File: config.mk
export PLATFORM = sky130hd
export DESIGN_NAME = halt_unit_flat
export DESIGN_NICKNAME = d
export VERILOG_FILES = /design/src/rtl/halt_unit_if.sv /design/src/rtl/halt_unit.sv /design/src/flat_wrapper.sv
export SDC_FILE = /design/constraint.sdc
export NUM_CORES = 1
export LEC_CHECK = 0
export CAP_MARGIN = 20
export CORE_MARGIN = 2
export CORE_UTILIZATION = 46
export CTS_BUF_LIST = sky130_fd_sc_hd__clkbuf_8
export CTS_CLUSTER_DIAMETER = 150
export DETAILED_ROUTE_END_ITERATION = 8
export PLACE_DENSITY = 0.86
export RECOVER_POWER = 25
export SYNTH_ARGS = -nofsm -noshare
export SYNTH_HDL_FRONTEND = slang
export SYNTH_SLANG_ARGS = --single-unit
File: constraint.sdc
create_clock -name clk -period 3.05 [get_ports clk]
set_input_delay 0.61 -clock clk [delete_from_list [all_inputs] [get_ports clk]]
set_output_delay 0.61 -clock clk [all_outputs]
set_load 0.01 [all_outputs]
File: src/rtl/halt_unit_if.sv
// Writeback retire bus and memory-drain status seen by the halt unit.
// The core drives it (master); the halt unit samples it (slave).
interface halt_unit_if;
    logic        wb_valid;
    logic        wb_is_halt;
    logic        wb_we;
    logic [4:0]  wb_dest;
    logic [31:0] wb_data;
    logic        mem_busy;

    modport master (
        output wb_valid, wb_is_halt, wb_we,
        output wb_dest, wb_data, mem_busy
    );

    modport slave (
        input wb_valid, wb_is_halt, wb_we,
        input wb_dest, wb_data, mem_busy
    );
endinterface

File: src/rtl/halt_unit.sv
// Halt detection: waits for memory to drain after a halt retires,
// then raises a sticky isHalt alongside the shadowed return value.
module halt_unit #(
    parameter int RET_REG      = 1,
    parameter int DRAIN_CYCLES = 3
) (
    input  logic        clk,
    input  logic        rst,
    halt_unit_if.slave  wb,
    output logic        isHalt,
    output logic [31:0] ret_val,
    output logic [31:0] retired_count,
    output logic        halt_pending
);

    localparam int CW =
        (DRAIN_CYCLES > 0) ? $clog2(DRAIN_CYCLES + 1) : 1;
    localparam logic [CW-1:0] CNT_LOAD = CW'(DRAIN_CYCLES);
    localparam logic [4:0] RET_IDX = 5'(RET_REG);

    typedef enum logic [1:0] {
        RUN,
        DRAIN,
        HALTED
    } state_t;

    state_t        state;
    state_t        state_nx;
    logic [CW-1:0] cnt;
    logic [CW-1:0] cnt_nx;
    logic [31:0]   ret_nx;
    logic [31:0]   count_nx;
    logic          shadow_hit;

    // r0 is hardwired zero, so a RET_REG of 0 never shadows anything
    assign shadow_hit = wb.wb_we
                      && (wb.wb_dest == RET_IDX)
                      && (wb.wb_dest != 5'd0);

    always_ff @(posedge clk) begin
        if (rst) begin
            state         <= RUN;
            cnt           <= '0;
            ret_val       <= '0;
            retired_count <= '0;
            isHalt        <= 1'b0;
            halt_pending  <= 1'b0;
        end else begin
            state         <= state_nx;
            cnt           <= cnt_nx;
            ret_val       <= ret_nx;
            retired_count <= count_nx;
            isHalt        <= (state_nx == HALTED);
            halt_pending  <= (state_nx == DRAIN);
        end
    end

    always_comb begin
        state_nx = state;
        cnt_nx   = cnt;
        ret_nx   = ret_val;
        count_nx = retired_count;
        unique case (state)
            RUN: begin
                if (wb.wb_valid) begin
                    if (retired_count != '1)
                        count_nx = retired_count + 32'd1;
                    if (wb.wb_is_halt) begin
                        state_nx = DRAIN;
                        cnt_nx   = CNT_LOAD;
                    end else if (shadow_hit) begin
                        ret_nx = wb.wb_data;
                    end
                end
            end
            DRAIN: begin
                // an outstanding memory op stalls the drain countdown
                if (!wb.mem_busy) begin
                    if (cnt == '0)
                        state_nx = HALTED;
                    else
                        cnt_nx = cnt - CW'(1);
                end
            end
            HALTED: begin
                state_nx = HALTED;
            end
            default: begin
                state_nx = RUN;
                cnt_nx   = '0;
            end
        endcase
    end

endmodule

File: src/flat_wrapper.sv
// flat-port wrapper written by rule: the top's interface ports become plain ports
module halt_unit_flat 
#(
    parameter int RET_REG      = 1,
    parameter int DRAIN_CYCLES = 3
)
  (clk, rst, isHalt, ret_val, retired_count, halt_pending, wb_wb_valid, wb_wb_is_halt, wb_wb_we, wb_wb_dest, wb_wb_data, wb_mem_busy);
  halt_unit_if wb_i ();
  input  logic clk;
  input  logic rst;
  output logic isHalt;
  output logic [31:0] ret_val;
  output logic [31:0] retired_count;
  output logic halt_pending;
  input wire logic [$bits(wb_i.wb_valid)-1:0] wb_wb_valid;
  input wire logic [$bits(wb_i.wb_is_halt)-1:0] wb_wb_is_halt;
  input wire logic [$bits(wb_i.wb_we)-1:0] wb_wb_we;
  input wire logic [$bits(wb_i.wb_dest)-1:0] wb_wb_dest;
  input wire logic [$bits(wb_i.wb_data)-1:0] wb_wb_data;
  input wire logic [$bits(wb_i.mem_busy)-1:0] wb_mem_busy;
  assign wb_i.wb_valid = wb_wb_valid;
  assign wb_i.wb_is_halt = wb_wb_is_halt;
  assign wb_i.wb_we = wb_wb_we;
  assign wb_i.wb_dest = wb_wb_dest;
  assign wb_i.wb_data = wb_wb_data;
  assign wb_i.mem_busy = wb_mem_busy;
  halt_unit #(.RET_REG(RET_REG), .DRAIN_CYCLES(DRAIN_CYCLES)) u_core (.clk(clk), .rst(rst), .wb(wb_i), .isHalt(isHalt), .ret_val(ret_val), .retired_count(retired_count), .halt_pending(halt_pending));
endmodule
# [Word-level counts from Yosys, hierarchy flattened]
# Cells that the tools add are included.
[word_totals] wordCells=38 output_inout_bits=66 regBits=70
[classes] eq_ne=10 n_reduce_logical=8 n_bitwise=2 n_addsub=2 n_mux=10
[op_table] cell="$add 32x1->32 const B" count=1
[op_table] cell="$ne 32x32->1 const B" count=1
[op_table] cell="$mux 2" count=8
[op_table] cell="$pmux 2 s3" count=2
[op_table] cell="$ne 2x2->1 const B" count=4
[op_table] cell="$eq 5x1->1 const B" count=1
[op_table] cell="$reduce_and 5->1" count=1
[op_table] cell="$reduce_bool 5->1" count=1
[op_table] cell="$eq 2x1->1 const B" count=2
[op_table] cell="$eq 2x2->1 const B" count=2
[op_table] cell="$logic_not 2->1" count=2
[op_table] cell="$reduce_and 4->1" count=1
[op_table] cell="$reduce_and 3->1" count=1
[op_table] cell="$logic_and 1x1->1" count=2
[op_table] cell="$not 1->1" count=2
[op_table] cell="$sub 2x1->2 const B" count=1

# [Longest topological paths before layout]
# Gate-level depths: netlist of the first run.
[depth] depth_word=5 mapped_depth=8 mapped_depth_nobuf=6

# [Worst setup path after synthesis of the first run]
# Ideal clock, no wire load.
[synth_path] path_type="in2reg" from="in wb_wb_valid" to="reg u_core.retired_count[25]" setup_slack_ns=0.446 cell_stages=7 required_ns=2.980 setup_time_ns=0.070 arrival_ns=2.534 path_cell_list="or3b_4 > or4_1 > buf_2 > a211o_1 > buf_6 > or3_1 > a21oi_1"
[synth_via] elab_chain_cells=1
[synth_rtl] element="start: declaration" line_no="flat_wrapper.sv:15" source="input wire logic [$bits(wb_i.wb_valid)-1:0] wb_wb_valid;"
[synth_rtl] element="$reduce_and 3->1 (no source line)"
[synth_rtl] element="end signal: assignment" line_no="halt_unit.sv:52" source="retired_count <= count_nx;"
[synth_rtl] element="end: declaration" line_no="halt_unit.sv:12" source="output logic [31:0] retired_count,"
# No other way between the ends.
# A chain may end at the register's enable or synchronous reset.

# [Worst setup path after layout of the first run]
[layout_path] from="in wb_wb_valid" to="reg u_core.retired_count[15]"
# The elaborated chain is that of the path after synthesis.

==> impl_summary.txt, run 1 <==
----------------------------------------------------
[Cells and area]
  Area growth from synthesis to layout ... 44.5%
  Final standard cell count with taps included and fillers excluded ... 553
  Proportion of layout cells with a drive suffix above 1 ... 0.0756
  Fillcell total ... 518
  Post-layout net count ... 517
  Number of antenna repair diodes ... 0

[Critical path]
  Cells on worst reg2reg path ... 5
  Crit path DAT ... 3.05 ns
  Launching element type of the critical path ... input port
  Element type at the critical path end ... register
  Critical register-to-register path startpoint ... u_core.state[0]
  Minimum setup slack among reg-to-reg paths ... 0.58 ns
  Kind of critical path ... in -> reg
  CP max FO ... 6
  Capturing point of the worst reg2reg path ... u_core.retired_count[15]
  Worst path required time ... 3.28 ns

[Floorplanning]
  Cell Rows ... 29
  DIE AREA ... 7140 sq um
  IO Pins ... 109
  Std-Cell Core Area ... 6310 sq um
  Die extent in x ... 84.5 um
  Chip Height ... 84.5 um
  Initial cell density of the core ... 0.472

[Routing]
  Routed via count ... 3044
  Drt first pass iters ... 4
  Routed length per placed instance ... 14.1 um
  Total wirelength of the detailed-routed design ... 7800 um
  DRC ... 0
  Post-route antenna net violation count ... 0
  DRC marker count from the first detailed-route iteration ... 140
  DR vias/cell ... 5.50

[Worst hold path]
  Worst min-delay path class ... reg -> reg
  Worst Hold Launch ... u_core.ret_val[28]
  Hold path cells ... 2
  Worst min-delay path endpoint ... u_core.ret_val[28]

[Placement]
  Placed cell count ... 538
  Buffers on Ports ... 108
  Post-detail-place hpwl ... 5610 um
  Routability Congestion ... 0.799

[Power and ir drop]
  Power after layout ... 0.00168 W
  Maximum resistive drop on vdd ... 0.000253 V
  Static leakage ... 1.48 nW
  Power Density ... 389 nW/um^2

[Clocking]
  Register clock-pin slew on the reported worst setup and hold paths ... 0.07 ns
  Clock latency on the worst-skew pair ... 0.35 ns
  Post-CTS Setup Repair Bufs ... 0
  # clock sinks ... 70
  H-tree Lvls ... 3
  Cts bufs inserted ... 9
  Number of buffers inserted for hold repair after clock tree synthesis ... 0
  Number of gates given a new drive strength after cts ... 0
  TritonCTS clock tree ... built
  Max Root-Sink Buffers ... 2
  Clk Tree Root Cell ... clkbuf_8

[Timing]
  Max frequency ... 0.354 GHz
  Fin. Hold Viols ... 0
  Worst hold margin ... 0.450 ns
  Setup Skew ... 0.00763 ns
  Aggregate negative setup slack ... 0 ns
  Fin crit share ... 0.925
  RSZ-0062 raised after global routing ... false
  Final number of setup-violating endpoints ... 0
  Rel. slew slack ... 0.499
  Min cycle time layout ... 2.82 ns
  Max-slew violations ... 0
  Transition time at the pin with the least slew margin ... 0.732 ns

[Synthesis]
  Number of synthesized flops with an enable pin ... 0
  Synthesized area per cell ... 8.28 sq um
  Share of synthesized flip-flops with an asynchronous set or reset ... 0
  Mapped Cells ... 360
  Proportion of synthesized chip area in sequential cells ... 0.470
  Number of register bits inferred by synthesis ... 70
  Post-Syn Area ... 2980 sq um
  Number of library cell types mapped by synthesis ... 43
  Count of warnings emitted by yosys ... 0
  Most used flip-flop cell after synthesis ... dfxtp_1
  Net count after synthesis ... 405

[Global route]
  Number of antenna violations at the first check in global routing ... 0
  Met2 layer usage reported by global route ... 0.366
  GR Layer Usage met1 ... 0.255
  Via count of the first global-routing pass ... 2968
  Met3 Resource Use GR ... 0.0914
  First-pass GRT wire length ... 13000 um
  Total routing usage reported by global routing ... 0.224
  Remaining global-route overflow ... 0
  Maximum number of pins on one net before global-route repair ... 36
  Peak-usage layer in the global routing report ... met2

[Flow run]
  Number of max-cap violations ... 0

[Outcome]
  Status ... completed

----------------------------------------------------
cell families (layout without fill, tap and decap cells):
| group | Yosys count | count (layout) | share of synthesized area |
|---|---|---|---|
| and+or+nand+nor | 161 | 161 | 0.267 |
| buffers and inverters | 26 | 142 | 0.0386 |
| DFF | 70 | 70 | 0.470 |
| muxes | 5 | 5 | 0.0181 |
| xor gates and xnor gates | 7 | 7 | 0.0206 |
| adders and majority gates | 2 | 2 | 0.00840 |
| AOI/OAI and AO/OA | 89 | 89 | 0.177 |
worst max-delay path, cell delays in order:
cell and delay (ns):
clkdlybuf4s50_1 0.52, or3b_4 0.40, or4_1 0.57, buf_4 0.18, or4b_1 0.48, mux2_2 0.29
where the power goes:
group / internal (W) / switching, W
Clock: 0.000276 / 0.000322
Combinational: 0.0000818 / 0.0000563
Sequential: 0.000925 / 0.0000142
cell usage after synthesis (2+ instances only):
| master | n | area (sq um) |
|---|---|---|
| nand2_1 | 74 | 278 |
| dfxtp_1 | 70 | 1400 |
| a21oi_1 | 55 | 275 |
| nor2_1 | 19 | 71.3 |
| clkbuf_1 | 14 | 52.6 |
| nand3_1 | 13 | 65.1 |
| or3_1 | 13 | 81.3 |
| nand4_1 | 12 | 75.1 |
| o31ai_1 | 11 | 82.6 |
| or4_1 | 10 | 75.1 |
| o21ai_0 | 8 | 40.0 |
| inv_1 | 7 | 26.3 |
| xnor2_1 | 5 | 43.8 |
| a2111oi_0 | 4 | 35.0 |
| nor2b_1 | 4 | 25.0 |
| mux2_2 | 3 | 33.8 |
| nor4_1 | 3 | 18.8 |
| a211o_2 | 2 | 20.0 |
| and4_1 | 2 | 17.5 |
| buf_2 | 2 | 10.0 |
| buf_6 | 2 | 22.5 |
| ha_1 | 2 | 25.0 |
| mux2i_1 | 2 | 20.0 |
| nor3b_1 | 2 | 15.0 |
| or4_2 | 2 | 17.5 |
| xor2_1 | 2 | 17.5 |
state kept, by name, summed over array words and instances (netlist names):
| name | count |
|---|---|
| u_core.halt_pending | 1 |
| u_core.retired_count | 32 |
| u_core.cnt | 2 |
| u_core.ret_val | 32 |
| u_core.isHalt | 1 |
| u_core.state | 2 |
per-stage QoR:
stage,cell area (sq um),worst slack (ns),utilization
final,4300,0.229,0.682
after CTS,4300,0.245,0.682
after global placement,4160,-0.0736,0.658
after global routing,4300,0.125,0.682
after floorplan,2980,0.446,-
after detailed placement,4160,-0.118,0.658
per-layer routing:
metal  up-vias  wire length (um)  part of all wire
met4         0               149             0.019
met5         -                 0                 0
met2       102              3660              0.47
li1       1514                 -                 -
met1      1414              3260              0.42
met3        14               724             0.093
final cells by class:
class	count	area, sq um	area share
well taps	77	96.3	0.0224
clock inverters	6	25.0	0.00581
clock buffers	9	124	0.0288
flip-flops and latches	70	1400	0.326
multi-input cells	264	1470	0.340
repair buffers	120	1170	0.271
inverters	7	26.3	0.00610
cell usage in the layout (no fill, tap or decap), types with 3 or more instances in the layout:
cell / n
clkdlybuf4s50_1: 79
nand2_1: 74
dfxtp_1: 70
a21oi_1: 55
dlygate4sd3_1: 28
nor2_1: 18
nand3_1: 13
or3_1: 13
nand4_1: 12
buf_4: 12
inv_1: 11
o31ai_1: 11
or4_1: 10
clkbuf_8: 9
o21ai_0: 8
xnor2_1: 5
nor2b_1: 4
a2111oi_0: 4
nor4_1: 3
mux2_2: 3
worst max path at each step:
stage,startpoint,endpoint,slack (ns),cells after the start
2_1_floorplan,wb_wb_valid,u_core.retired_count[25],0.45,7
3_3_place_gp,wb_wb_valid,u_core.retired_count[29],-0.07,6
3_5_place_dp,wb_wb_valid,u_core.retired_count[29],-0.12,6
4_1_cts,wb_wb_valid,u_core.retired_count[15],0.25,6
5_1_grt,wb_wb_valid,u_core.retired_count[27],0.12,6
6_report,wb_wb_valid,u_core.retired_count[15],0.23,6
No activity file was read; power rests on OpenSTA's default activity.
==> inputs of run 2 (changes only) <==
--- a/config.mk
+++ b/config.mk
@@ -5,14 +5,15 @@
 export SDC_FILE = /design/constraint.sdc
 export NUM_CORES = 1
 export LEC_CHECK = 0
+export ABC_AREA = 1
 export CAP_MARGIN = 20
 export CORE_MARGIN = 2
-export CORE_UTILIZATION = 46
+export CORE_UTILIZATION = 48
 export CTS_BUF_LIST = sky130_fd_sc_hd__clkbuf_8
 export CTS_CLUSTER_DIAMETER = 150
 export DETAILED_ROUTE_END_ITERATION = 8
 export PLACE_DENSITY = 0.86
-export RECOVER_POWER = 25
+export RECOVER_POWER = 100
 export SYNTH_ARGS = -nofsm -noshare
 export SYNTH_HDL_FRONTEND = slang
 export SYNTH_SLANG_ARGS = --single-unit
==> run 2 against run 1 <==
Sequential power decreased by 0.4%. Via count grew 18%. Register-to-register slack better by 0.21 ns. Wire length is 15% higher. Sequential share of layout area is 3.2 points lower. Cell count grew 26%. Critical path depth up 5. First-iteration DRC count grew 59%. Combinational power rose by 11%. Critical path type is now reg -> reg.
==> impl_summary.txt, run 2 <==
----------------------------------------------------
[Clocking]
  Clock latency on the worst-skew pair ... 0.35 ns (about the same)
  TritonCTS clock tree ... built (unchanged)
  Register clock-pin slew on the reported worst setup and hold paths ... 0.09 ns (was 0.07 ns)
  Number of gates given a new drive strength after cts ... 0 (unchanged)
  H-tree Lvls ... 3 (unchanged)
  Post-CTS Setup Repair Bufs ... 0 (unchanged)
  Clk Tree Root Cell ... clkbuf_8 (unchanged)
  Number of buffers inserted for hold repair after clock tree synthesis ... 0 (unchanged)
  Cts bufs inserted ... 9 (unchanged)
  Max Root-Sink Buffers ... 2 (unchanged)
  # clock sinks ... 70 (unchanged)

[Cells and area]
  Largest registers ranked by flip-flop count ... u_core.ret_val: 32 flops, u_core.retired_count: 32 flops (unchanged)
  Number of antenna repair diodes ... 0 (unchanged)
  Area growth from synthesis to layout ... 38.7% (was 44.5%)
  Finished Cell Area ... 4770 sq um (was 4300 sq um)
  Leading cell type in the layout, fill and taps excluded ... nand2_1 (was clkdlybuf4s50_1)
  Most frequent cells in the layout ... 85 x nand2_1, 77 x nor2_1, 70 x dfxtp_1 (was 79 x clkdlybuf4s50_1, 74 x nand2_1, 70 x dfxtp_1)
  Fin util ... 0.694 (was 0.682)
  Proportion of layout cells with a drive suffix above 1 ... 0.0862 (was 0.0756)
  Final standard cell count with taps included and fillers excluded ... 699 (was 553)
  Post-layout net count ... 643 (was 517)

[Synthesis]
  Number of synthesized flops with an enable pin ... 0 (unchanged)
  Number of library cell types mapped by synthesis ... 28 (was 43)
  Mapped Cells ... 493 (was 360)
  Synthesized area per cell ... 6.97 sq um (was 8.28 sq um)
  Most common cell in the netlist ... nand2_1 (unchanged)
  Portion of synthesized cell area occupied by the leading cell type ... 0.408 (was 0.470)
  Biggest area contributors in the synthesized netlist ... dfxtp_1 41%, nand2_1 9.2%, a21oi_1 8.4% (was dfxtp_1 47%, nand2_1 9.3%, a21oi_1 9.2%)
  Count of warnings emitted by yosys ... 0 (unchanged)
  Commonest cells in the netlist ... 84 x nand2_1, 73 x nor2_1, 70 x dfxtp_1 (was 74 x nand2_1, 70 x dfxtp_1, 55 x a21oi_1)
  Number of register bits inferred by synthesis ... 70 (unchanged)
  Dominant cell type by area after synthesis ... dfxtp_1 (unchanged)
  Net count after synthesis ... 538 (was 405)
  Most used flip-flop cell after synthesis ... dfxtp_1 (unchanged)
  Proportion of synthesized chip area in sequential cells ... 0.408 (was 0.470)
  Post-Syn Area ... 3440 sq um (was 2980 sq um)
  Share of synthesized flip-flops with an asynchronous set or reset ... 0 (unchanged)

[Power and ir drop]
  Power Density ... 408 nW/um^2 (was 389 nW/um^2)
  Switching Share ... 0.239 (was 0.235)
  Fraction of power consumed by the clock network ... 0.440 (was 0.357)
  Share of total power in combinational logic ... 0.079 (was 0.082)
  Part of the total power dissipated in sequential elements ... 0.481 (was 0.560)
  Internal power ... 0.00148 W (was 0.00128 W)
  Static leakage ... 1.88 nW (was 1.48 nW)
  Net Switching ... 0.000464 W (was 0.000393 W)
  Maximum resistive drop on vdd ... 0.000325 V (was 0.000253 V)

[Placement]
  Post-DP Area ... 4560 sq um (was 4160 sq um)
  Placed cell count ... 683 (was 538)
  Buffers on Ports ... 108 (unchanged)
  Routability Congestion ... 0.934 (was 0.799)
  Post-detail-place hpwl ... 6720 um (was 5610 um)

[Routing]
  Post-route antenna net violation count ... 0 (unchanged)
  DRC ... 0 (unchanged)
  DRC marker count from the first detailed-route iteration ... 223 (was 140)
  Routed length per placed instance ... 12.8 um (was 14.1 um)
  Routed via count ... 3605 (was 3044)
  DR vias/cell ... 5.16 (was 5.50)
  Total wirelength of the detailed-routed design ... 8930 um (was 7800 um)
  Drt first pass iters ... 5 (was 4)

[Timing]
  Setup Skew ... 0.00900 ns (was 0.00763 ns)
  Fin crit share ... 0.741 (was 0.925)
  Worst hold margin ... 0.441 ns (was 0.450 ns)
  Fin. Hold Viols ... 0 (unchanged)
  Max-slew violations ... 0 (unchanged)
  Final number of setup-violating endpoints ... 0 (unchanged)
  Min cycle time layout ... 2.26 ns (was 2.82 ns)
  Rel. slew slack ... 0.421 (was 0.499)
  Max frequency ... 0.443 GHz (was 0.354 GHz)
  Aggregate negative setup slack ... 0 ns (unchanged)
  Transition time at the pin with the least slew margin ... 0.867 ns (was 0.732 ns)
  RSZ-0062 raised after global routing ... false (unchanged)

[Floorplanning]
  IO Pins ... 109 (unchanged)
  Chip Height ... 88.6 um (was 84.5 um)
  DIE AREA ... 7850 sq um (was 7140 sq um)
  Die extent in x ... 88.6 um (was 84.5 um)
  Std-Cell Core Area ... 6870 sq um (was 6310 sq um)
  Cell Rows ... 30 (was 29)
  Initial cell density of the core ... 0.500 (was 0.472)

[Critical path]
  Critical path cell sequence ... ha_1, nand2_1, nor2_1, nand2_2, nor2_1, nand2_1, nand2_2, inv_1, nand2_1, nand2_1, nor2_1 (was clkdlybuf4s50_1, or3b_4, or4_1, buf_4, or4b_1, mux2_2)
  CP max FO ... 28 (was 6)
  Cells on worst reg2reg path ... 11 (was 5)
  Worst path required time ... 3.34 ns (was 3.28 ns)
  Crit path DAT ... 2.54 ns (was 3.05 ns)
  Kind of critical path ... reg -> reg (was in -> reg)
  Critical register-to-register path startpoint ... u_core.retired_count[0] (was u_core.state[0])
  Launching element of the worst setup path ... u_core.retired_count[0] (was wb_wb_valid)
  Most frequent CP cell ... nand2_1
  Launching element type of the critical path ... register (was input port)
  Crit path largest cell delay ... 0.52 ns (was 0.57 ns)
  Capturing point of the worst reg2reg path ... u_core.retired_count[0] (was u_core.retired_count[15])
  Minimum setup slack among reg-to-reg paths ... 0.79 ns (was 0.58 ns)
  Worst setup path end ... u_core.retired_count[0] (was u_core.retired_count[15])
  Element type at the critical path end ... register (unchanged)
  Slowest stage cell on the critical path ... nand2_1 (was or4_1)

[Global route]
  First-pass GRT wire length ... 14700 um (was 13000 um)
  Via count of the first global-routing pass ... 3365 (was 2968)
  GR Layer Usage met1 ... 0.260 (was 0.255)
  Peak-usage layer in the global routing report ... met2 (unchanged)
  Total routing usage reported by global routing ... 0.240 (was 0.224)
  Met2 layer usage reported by global route ... 0.405 (was 0.366)
  Number of antenna violations at the first check in global routing ... 0 (unchanged)
  Remaining global-route overflow ... 0 (unchanged)
  Met3 Resource Use GR ... 0.101 (was 0.0914)
  Maximum number of pins on one net before global-route repair ... 65 (was 36)

[Worst hold path]
  Hold path cells ... 2 (unchanged)
  Worst min-delay path class ... reg -> reg (unchanged)

[Outcome]
  Status ... completed (unchanged)

[Flow run]
  Number of max-cap violations ... 0 (unchanged)

----------------------------------------------------
==> run 2: routing by layer <==
layer / vias up / part of all wire
li1: 1798 / -
met1: 1643 / 0.38
met2: 145 / 0.50
met3: 19 / 0.11
met4: 0 / 0.022
met5: - / 0
==> run 2: worst min-delay path by stage <==
stage,to,startpoint
finish,u_core.ret_val[8],u_core.ret_val[8]
global route,u_core.ret_val[2],u_core.ret_val[2]
CTS,u_core.ret_val[2],u_core.ret_val[2]
detailed placement,u_core.ret_val[6],u_core.ret_val[6]
global placement,u_core.ret_val[23],u_core.ret_val[23]
floorplan,u_core.cnt[1],u_core.cnt[1]
==> run 2: metrics by stage <==
step	total power, W	worst slack [ns]
after floorplan	0.00103	1.47
after global placement	0.00111	0.800
after CTS	0.00195	1.02
after global routing	0.00201	0.505
after detailed placement	0.00111	0.732
final	0.00194	0.791
==> run 2: power groups by stage <==
stage                     Combinational [W]  Sequential [W]  Clock [W]
after floorplan                   0.0000686        0.000959          0
after global placement             0.000151        0.000956          0
after detailed placement           0.000157        0.000957          0
after CTS                          0.000158        0.000935   0.000861
after global routing               0.000171        0.000937   0.000904
final                              0.000153        0.000935   0.000854
==> run 2: layout make-up <==
class,count,area (sq um)
Tap cell,96,120
Fill cell,566,2100
Sequential cell,70,1400
Clock inverter,7,103
Clock buffer,9,124
Inverter,63,236
Timing Repair Buffer,111,1100
Multi-Input combinational cell,343,1680
==> run 2: cell families after synthesis <==
family                   after synthesis  synth area share
AND/OR/NAND/NOR                      238             0.332
AO/OA/AOI/OAI                        102             0.153
buffers and inverters                 80            0.0972
flip-flops                            70             0.408
adder cells (fa/ha/maj)                2           0.00728
XOR/XNOR                               1           0.00255
==> run 2: worst max-delay path: cells and delay by family (launching register included) <==
family	cells	cell delay (ns)
and+or+nand+nor	9	1.47
adders and majority gates	1	0.21
DFF	1	0.39
buffers and inverters	1	0.11
==> RTL edit 1, RTL diff (flow settings as in run 2) <==
Encoding of `state_t`: now one-hot (3 bits for 3 states).
--- a/src/rtl/halt_unit.sv
+++ b/src/rtl/halt_unit.sv
@@ -18,10 +18,10 @@
     localparam logic [CW-1:0] CNT_LOAD = CW'(DRAIN_CYCLES);
     localparam logic [4:0] RET_IDX = 5'(RET_REG);
 
-    typedef enum logic [1:0] {
-        RUN,
-        DRAIN,
-        HALTED
+    typedef enum logic [2:0] {
+        RUN    = 3'b001,
+        DRAIN  = 3'b010,
+        HALTED = 3'b100
     } state_t;
 
     state_t        state;
Formal check against the unedited RTL: no difference found for any inputs over 4 cycles, from zero or initial values and one cycle with rst high; so few cycles prove little.
==> RTL edit 1 against run 2 <==
  * Combinational power up 65%
  * Sequential power grew 4.4%
  * Synthesized area increased by 5.4%
  * Via count up 7.2%
  * Wire length grew 13%
  * Power is 2.4% higher
  * Sequential cell count rose by 1
  * Setup slack lost 0.047 ns
  * Final area grew 3.7%
  * Critical endpoint is now u_core.retired_count[30]$_SDFFE_PP0P_
  * Largest cell class unchanged
  * Largest power group unchanged
==> RTL edit 1: results (changes against run 2) <==
Fill count = 667 (was 566)
Sw Ratio = 27.19% (was 23.86%)
Reg2Reg Depth = 10 (was 11)
Synth unique cells = 28 (unchanged)
Worst R2R Setup Slack = 0.85 ns (was 0.79 ns)
Slowest stage cell, crit path = dlygate4sd3_1 (was nand2_1)
Largest stage delay on the critical path = 0.59 ns (was 0.52 ns)
Global-route wire length before repair = 16,820 um (was 14,700 um)
Leak = 2.361 nW (was 1.880 nW)
Area after DPL = 0.004763 mm2 (was 0.004562 mm2)
Slew @ Worst Pin = 0.6824 ns (was 0.8666 ns)
Placed insts = 776 (was 683)
Violation count after the first detailed-route iteration = 176 (was 223)
Critical Path Source = wb_wb_valid (was u_core.retired_count[0]$_SDFFE_PP0P_)
Synth top cells by count = nand2_1, nor2_1, inv_1 (was nand2_1, nor2_1, dfxtp_1)
HPWL after DPL = 7557 um (was 6720 um)
Worst hold path type = reg2reg (unchanged)
Largest regs = u_core.ret_val (32), u_core.retired_count (32), u_core.state (3) (was u_core.ret_val (32), u_core.retired_count (32))
Pre-antenna DRT Iters = 4 (was 5)
Final nets = 733 (was 643)
Routed length per placed instance = 12.71 um (was 12.78 um)
Outcome = complete, no violations (unchanged)
Area contributors post-synth = dfxtp_1, nand2_1, nor2_1 (was dfxtp_1, nand2_1, a21oi_1)
End of the critical path = u_core.retired_count[30]$_SDFFE_PP0P_ (was u_core.retired_count[0]$_SDFFE_PP0P_)
Fin crit period = 2.307 ns (was 2.259 ns)
Clk buf depth = 2 (unchanged)
Worst path arrival time = 2.54 ns (about the same)
FF-to-FF End = u_core.retired_count[28]$_SDFFE_PP0P_ (was u_core.retired_count[0]$_SDFFE_PP0P_)
Die width = 90.87 um (was 88.61 um)
Mapped Cells = 584 (was 493)
Sequential area share after synthesis = 39.24% (was 40.79%)
Vias in the first global route = 3,766 (was 3,365)
Ratio of routed vias to standard cells = 4.880 (was 5.157)
Critical path peak fanout = 11 (was 28)
Final WL = 10,070 um (was 8934 um)
VDD IR max = 292.2 uV (was 324.8 uV)
Syn_nets = 629 (was 538)
Root Driver = clkbuf_8 (unchanged)
Layout cells sized above 1 = 5.339% (was 8.624%)
Pre-CTS WS = 0.6487 ns (was 0.7322 ns)
H-tree Lvls = 3 (unchanged)
Setup Skew = 0.008072 ns (was 0.009001 ns)
Post-synth top flop = dfxtp_1 (unchanged)
Global placement routability congestion = 0.9667 (was 0.9342)
Total track usage = 24.88% (was 23.99%)
YS warnings = 0 (unchanged)
CTS buffer count = 9 (unchanged)
## RTL edit 1: cell types whose count changed after synthesis, moves of 6 or more
| cell | change |
|---|---|
| nand2_1 | +80 |
| a21oi_1 | -41 |
| clkbuf_1 | +6 |
| o21ai_0 | -30 |
| nor2_1 | +79 |
| nand4_1 | +7 |
| inv_1 | +13 |
| nor2_4 | -6 |
## RTL edit 1: cells by family (layout without fill, tap and decap cells)
kind of cell,Yosys count,in the layout,share of synthesized area (%)
AOI/OAI and AO/OA,31,31,4.594
buffers and inverters,96,205,10.67
DFF,71,71,39.24
adders and majority gates,2,2,0.6907
and+or+nand+nor,382,382,44.32
xor gates and xnor gates,2,2,0.4837
## RTL edit 1: layout make-up
| cell class | instances | area (um2) | share of cell area [%] |
|---|---|---|---|
| multi-input cells | 417 | 1797 | 36.35 |
| well taps | 99 | 123.9 | 2.506 |
| repair buffers | 113 | 1119 | 22.63 |
| clock inverters | 7 | 72.57 | 1.468 |
| inverters | 76 | 285.3 | 5.772 |
| flip-flops and latches | 71 | 1421 | 28.76 |
| clock buffers | 9 | 123.9 | 2.506 |
## RTL edit 1: worst min-delay path: cells and delay by family, from the launching register on
family,cells,cell delay [ns]
flops,1,0.34
simple gates,1,0.07
compound gates,1,0.05
## RTL edit 1: how the worst min path moves through the flow
stage / start / endpoint / slack, ns / cells after the start
global placement: u_core.retired_count[1]$_SDFFE_PP0P_ / u_core.retired_count[1]$_SDFFE_PP0P_ / 0.48 / 2
finish: u_core.retired_count[1]$_SDFFE_PP0P_ / u_core.retired_count[1]$_SDFFE_PP0P_ / 0.50 / 2
CTS: u_core.retired_count[1]$_SDFFE_PP0P_ / u_core.retired_count[1]$_SDFFE_PP0P_ / 0.51 / 2
detailed placement: u_core.retired_count[0]$_SDFFE_PP0P_ / u_core.retired_count[0]$_SDFFE_PP0P_ / 0.49 / 2
global route: u_core.retired_count[1]$_SDFFE_PP0P_ / u_core.retired_count[1]$_SDFFE_PP0P_ / 0.54 / 2
floorplan: u_core.cnt[1]$_SDFFE_PP0P_ / u_core.cnt[1]$_SDFFE_PP0P_ / 0.48 / 2
## RTL edit 1: power by group through the flow
stage	sequential, mW	clock [mW]	combinational, mW
after floorplan	0.999	0	0.138
after global placement	0.995	0	0.253
after detailed placement	0.997	0	0.265
after CTS	0.975	0.774	0.266
after global routing	0.977	0.818	0.278
final	0.976	0.760	0.252
## RTL edit 1: layer usage
metal  wire length (um)  track usage (%)  vias up
li1                   -                -     1993
met1               4177            28.76     1708
met2               4734            42.23      139
met3                928            8.514       25
met4                226            9.848        0
met5                  0                0        -
==> RTL edit 2, RTL diff (flow settings as in run 2) <==
Made on the original files. `DRAIN_CYCLES` is set to 3 in 2 places; all go to 6.
--- a/src/rtl/halt_unit.sv
+++ b/src/rtl/halt_unit.sv
@@ -2,7 +2,7 @@
 // then raises a sticky isHalt alongside the shadowed return value.
 module halt_unit #(
     parameter int RET_REG      = 1,
-    parameter int DRAIN_CYCLES = 3
+    parameter int DRAIN_CYCLES = 6
 ) (
     input  logic        clk,
     input  logic        rst,
--- a/src/flat_wrapper.sv
+++ b/src/flat_wrapper.sv
@@ -2,7 +2,7 @@
 module halt_unit_flat 
 #(
     parameter int RET_REG      = 1,
-    parameter int DRAIN_CYCLES = 3
+    parameter int DRAIN_CYCLES = 6
 )
   (clk, rst, isHalt, ret_val, retired_count, halt_pending, wb_wb_valid, wb_wb_is_halt, wb_wb_we, wb_wb_dest, wb_wb_data, wb_mem_busy);
   halt_unit_if wb_i ();
Check against the original RTL: not equivalent (a bounded check fails within 10 cycles, from zero or initial values and one cycle with rst high).
==> RTL edit 2 against run 2 <==
  * Critical path depth shrank 3
  * Register-to-register slack is essentially flat
  * Synthesized area grew 2.7%
  * Final area grew 1.4%
  * Count of clock-buffer cells in the layout grew 1
  * Setup slack lost 0.035 ns
  * Final cell count grew 5.2%
  * Wire length grew 5.1%
  * Sequential cell count grew 1
  * Power shrank 2.7%
  * Highest routed layer unchanged
==> RTL edit 2: results (changes against run 2) <==
Cell-internal power = 1.426 mW (was 1.479 mW)
Sequential area share after synthesis = 40.30% (was 40.79%)
Clk buf depth = 2 (unchanged)
Vias in the first global route = 3,618 (was 3,365)
Leak = 1.975 nW (was 1.880 nW)
Met2 Usage GRT = 41.10% (was 40.46%)
Fill count = 630 (was 566)
Slowest stage cell, crit path = dlygate4sd3_1 (was nand2_1)
HPWL after DPL = 7193 um (was 6720 um)
Synth top area share = 40.30% (was 40.79%)
Final WL = 9391 um (was 8934 um)
Met3 GRT Util = 7.879% (was 10.07%)
Post-synth top flop = dfxtp_1 (unchanged)
Slew @ Worst Pin = 0.8650 ns (was 0.8666 ns)
Synth top cells by count = nand2_1, nor2_1, dfxtp_1 (unchanged)
Synth unique cells = 26 (was 28)
Global-route wire length before repair = 15,840 um (was 14,700 um)
Layout cells sized above 1 = 5.975% (was 8.624%)
VDD IR max = 306.8 uV (was 324.8 uV)
Critical path peak fanout = 15 (was 28)
Grt met1 use = 27.18% (was 26.03%)
Total track usage = 23.82% (was 23.99%)
Ratio of routed vias to standard cells = 5.086 (was 5.157)
Largest regs = u_core.ret_val (32), u_core.retired_count (32), u_core.cnt (3) (was u_core.ret_val (32), u_core.retired_count (32))
Violation count after the first detailed-route iteration = 232 (was 223)
Outcome = complete, no violations (unchanged)
Setup Skew = 0.01165 ns (was 0.009001 ns)
Syn_nets = 572 (was 538)
Pre-CTS WS = 0.7321 ns (was 0.7322 ns)
HP Start = u_core.ret_val[14]$_SDFFE_PP0P_ (was u_core.ret_val[8]$_SDFFE_PP0P_)
[RTL edit 2: cell count changes after synthesis, sizes merged, moves of 2 or more]
| cell | run 2 | this run |
|---|---|---|
| buf | 10 | 12 |
| inv | 63 | 69 |
| o21ba | 2 | 0 |
| a21oi | 58 | 60 |
| nor2 | 89 | 96 |
| nand2 | 95 | 105 |
| nand3 | 36 | 40 |
[RTL edit 2: tightest hold or removal path: stages, from the launching register on]
cell     delay, ns
dfxtp_1       0.31
inv_1         0.04
a21oi_1       0.05
[RTL edit 2: per-layer routing]
layer	wire length [um]	vias to the layer above
li1	-	1891
met1	3803	1676
met2	4467	153
met3	944	18
met4	177	0
met5	0	-
[RTL edit 2: path summary, 6_finish.rpt]
path,endpoint,slack (ns),cells past startpoint
setup / recovery,u_core.retired_count[26]$_SDFFE_PP0P_,0.76,8
hold / removal,u_core.ret_val[14]$_SDFFE_PP0P_,0.44,2
setup reg to reg,u_core.retired_count[1]$_SDFFE_PP0P_,0.79,9
hold reg to reg,u_core.ret_val[14]$_SDFFE_PP0P_,0.44,2
[RTL edit 2: stage by stage]
stage | area (um2) | cells | hold WS, ns
3_3_place_gp | 4654 | 719 | 0.4299
3_5_place_dp | 4654 | 719 | 0.4352
4_1_cts | 4861 | 735 | 0.4449
5_1_grt | 4831 | 735 | 0.4600
2_1_floorplan | 3527 | 526 | 0.4677
6_report | 4831 | 735 | 0.4379
[RTL edit 2: logic make-up (layout without fill, tap and decap cells)]
logic type,count (synthesis),after routing,share of synthesized area (%)
XOR/XNOR,2,2,0.4967
AND/OR/NAND/NOR,261,261,33.20
AO/OA/AOI/OAI,101,101,14.44
buffers and inverters,88,198,10.50
flip-flops,71,71,40.30
adder cells (fa/ha/maj),3,3,1.064
[RTL edit 2: power groups by stage]
stage / Clock [mW] / Sequential, mW / Combinational (mW)
floorplan: 0 / 0.972 / 0.0742
global placement: 0 / 0.969 / 0.155
detailed placement: 0 / 0.970 / 0.161
CTS: 0.801 / 0.948 / 0.161
global route: 0.840 / 0.950 / 0.174
finish: 0.787 / 0.948 / 0.155
[RTL edit 2: layout make-up]
| cell class | count | area share (%) |
|---|---|---|
| clock inverter | 6 | 1.425 |
| tap | 99 | 2.564 |
| timing repair buffer | 112 | 23.00 |
| multi-input combinational | 367 | 35.30 |
| inverter | 70 | 5.439 |
| sequential | 71 | 29.42 |
| clock buffer | 10 | 2.849 |
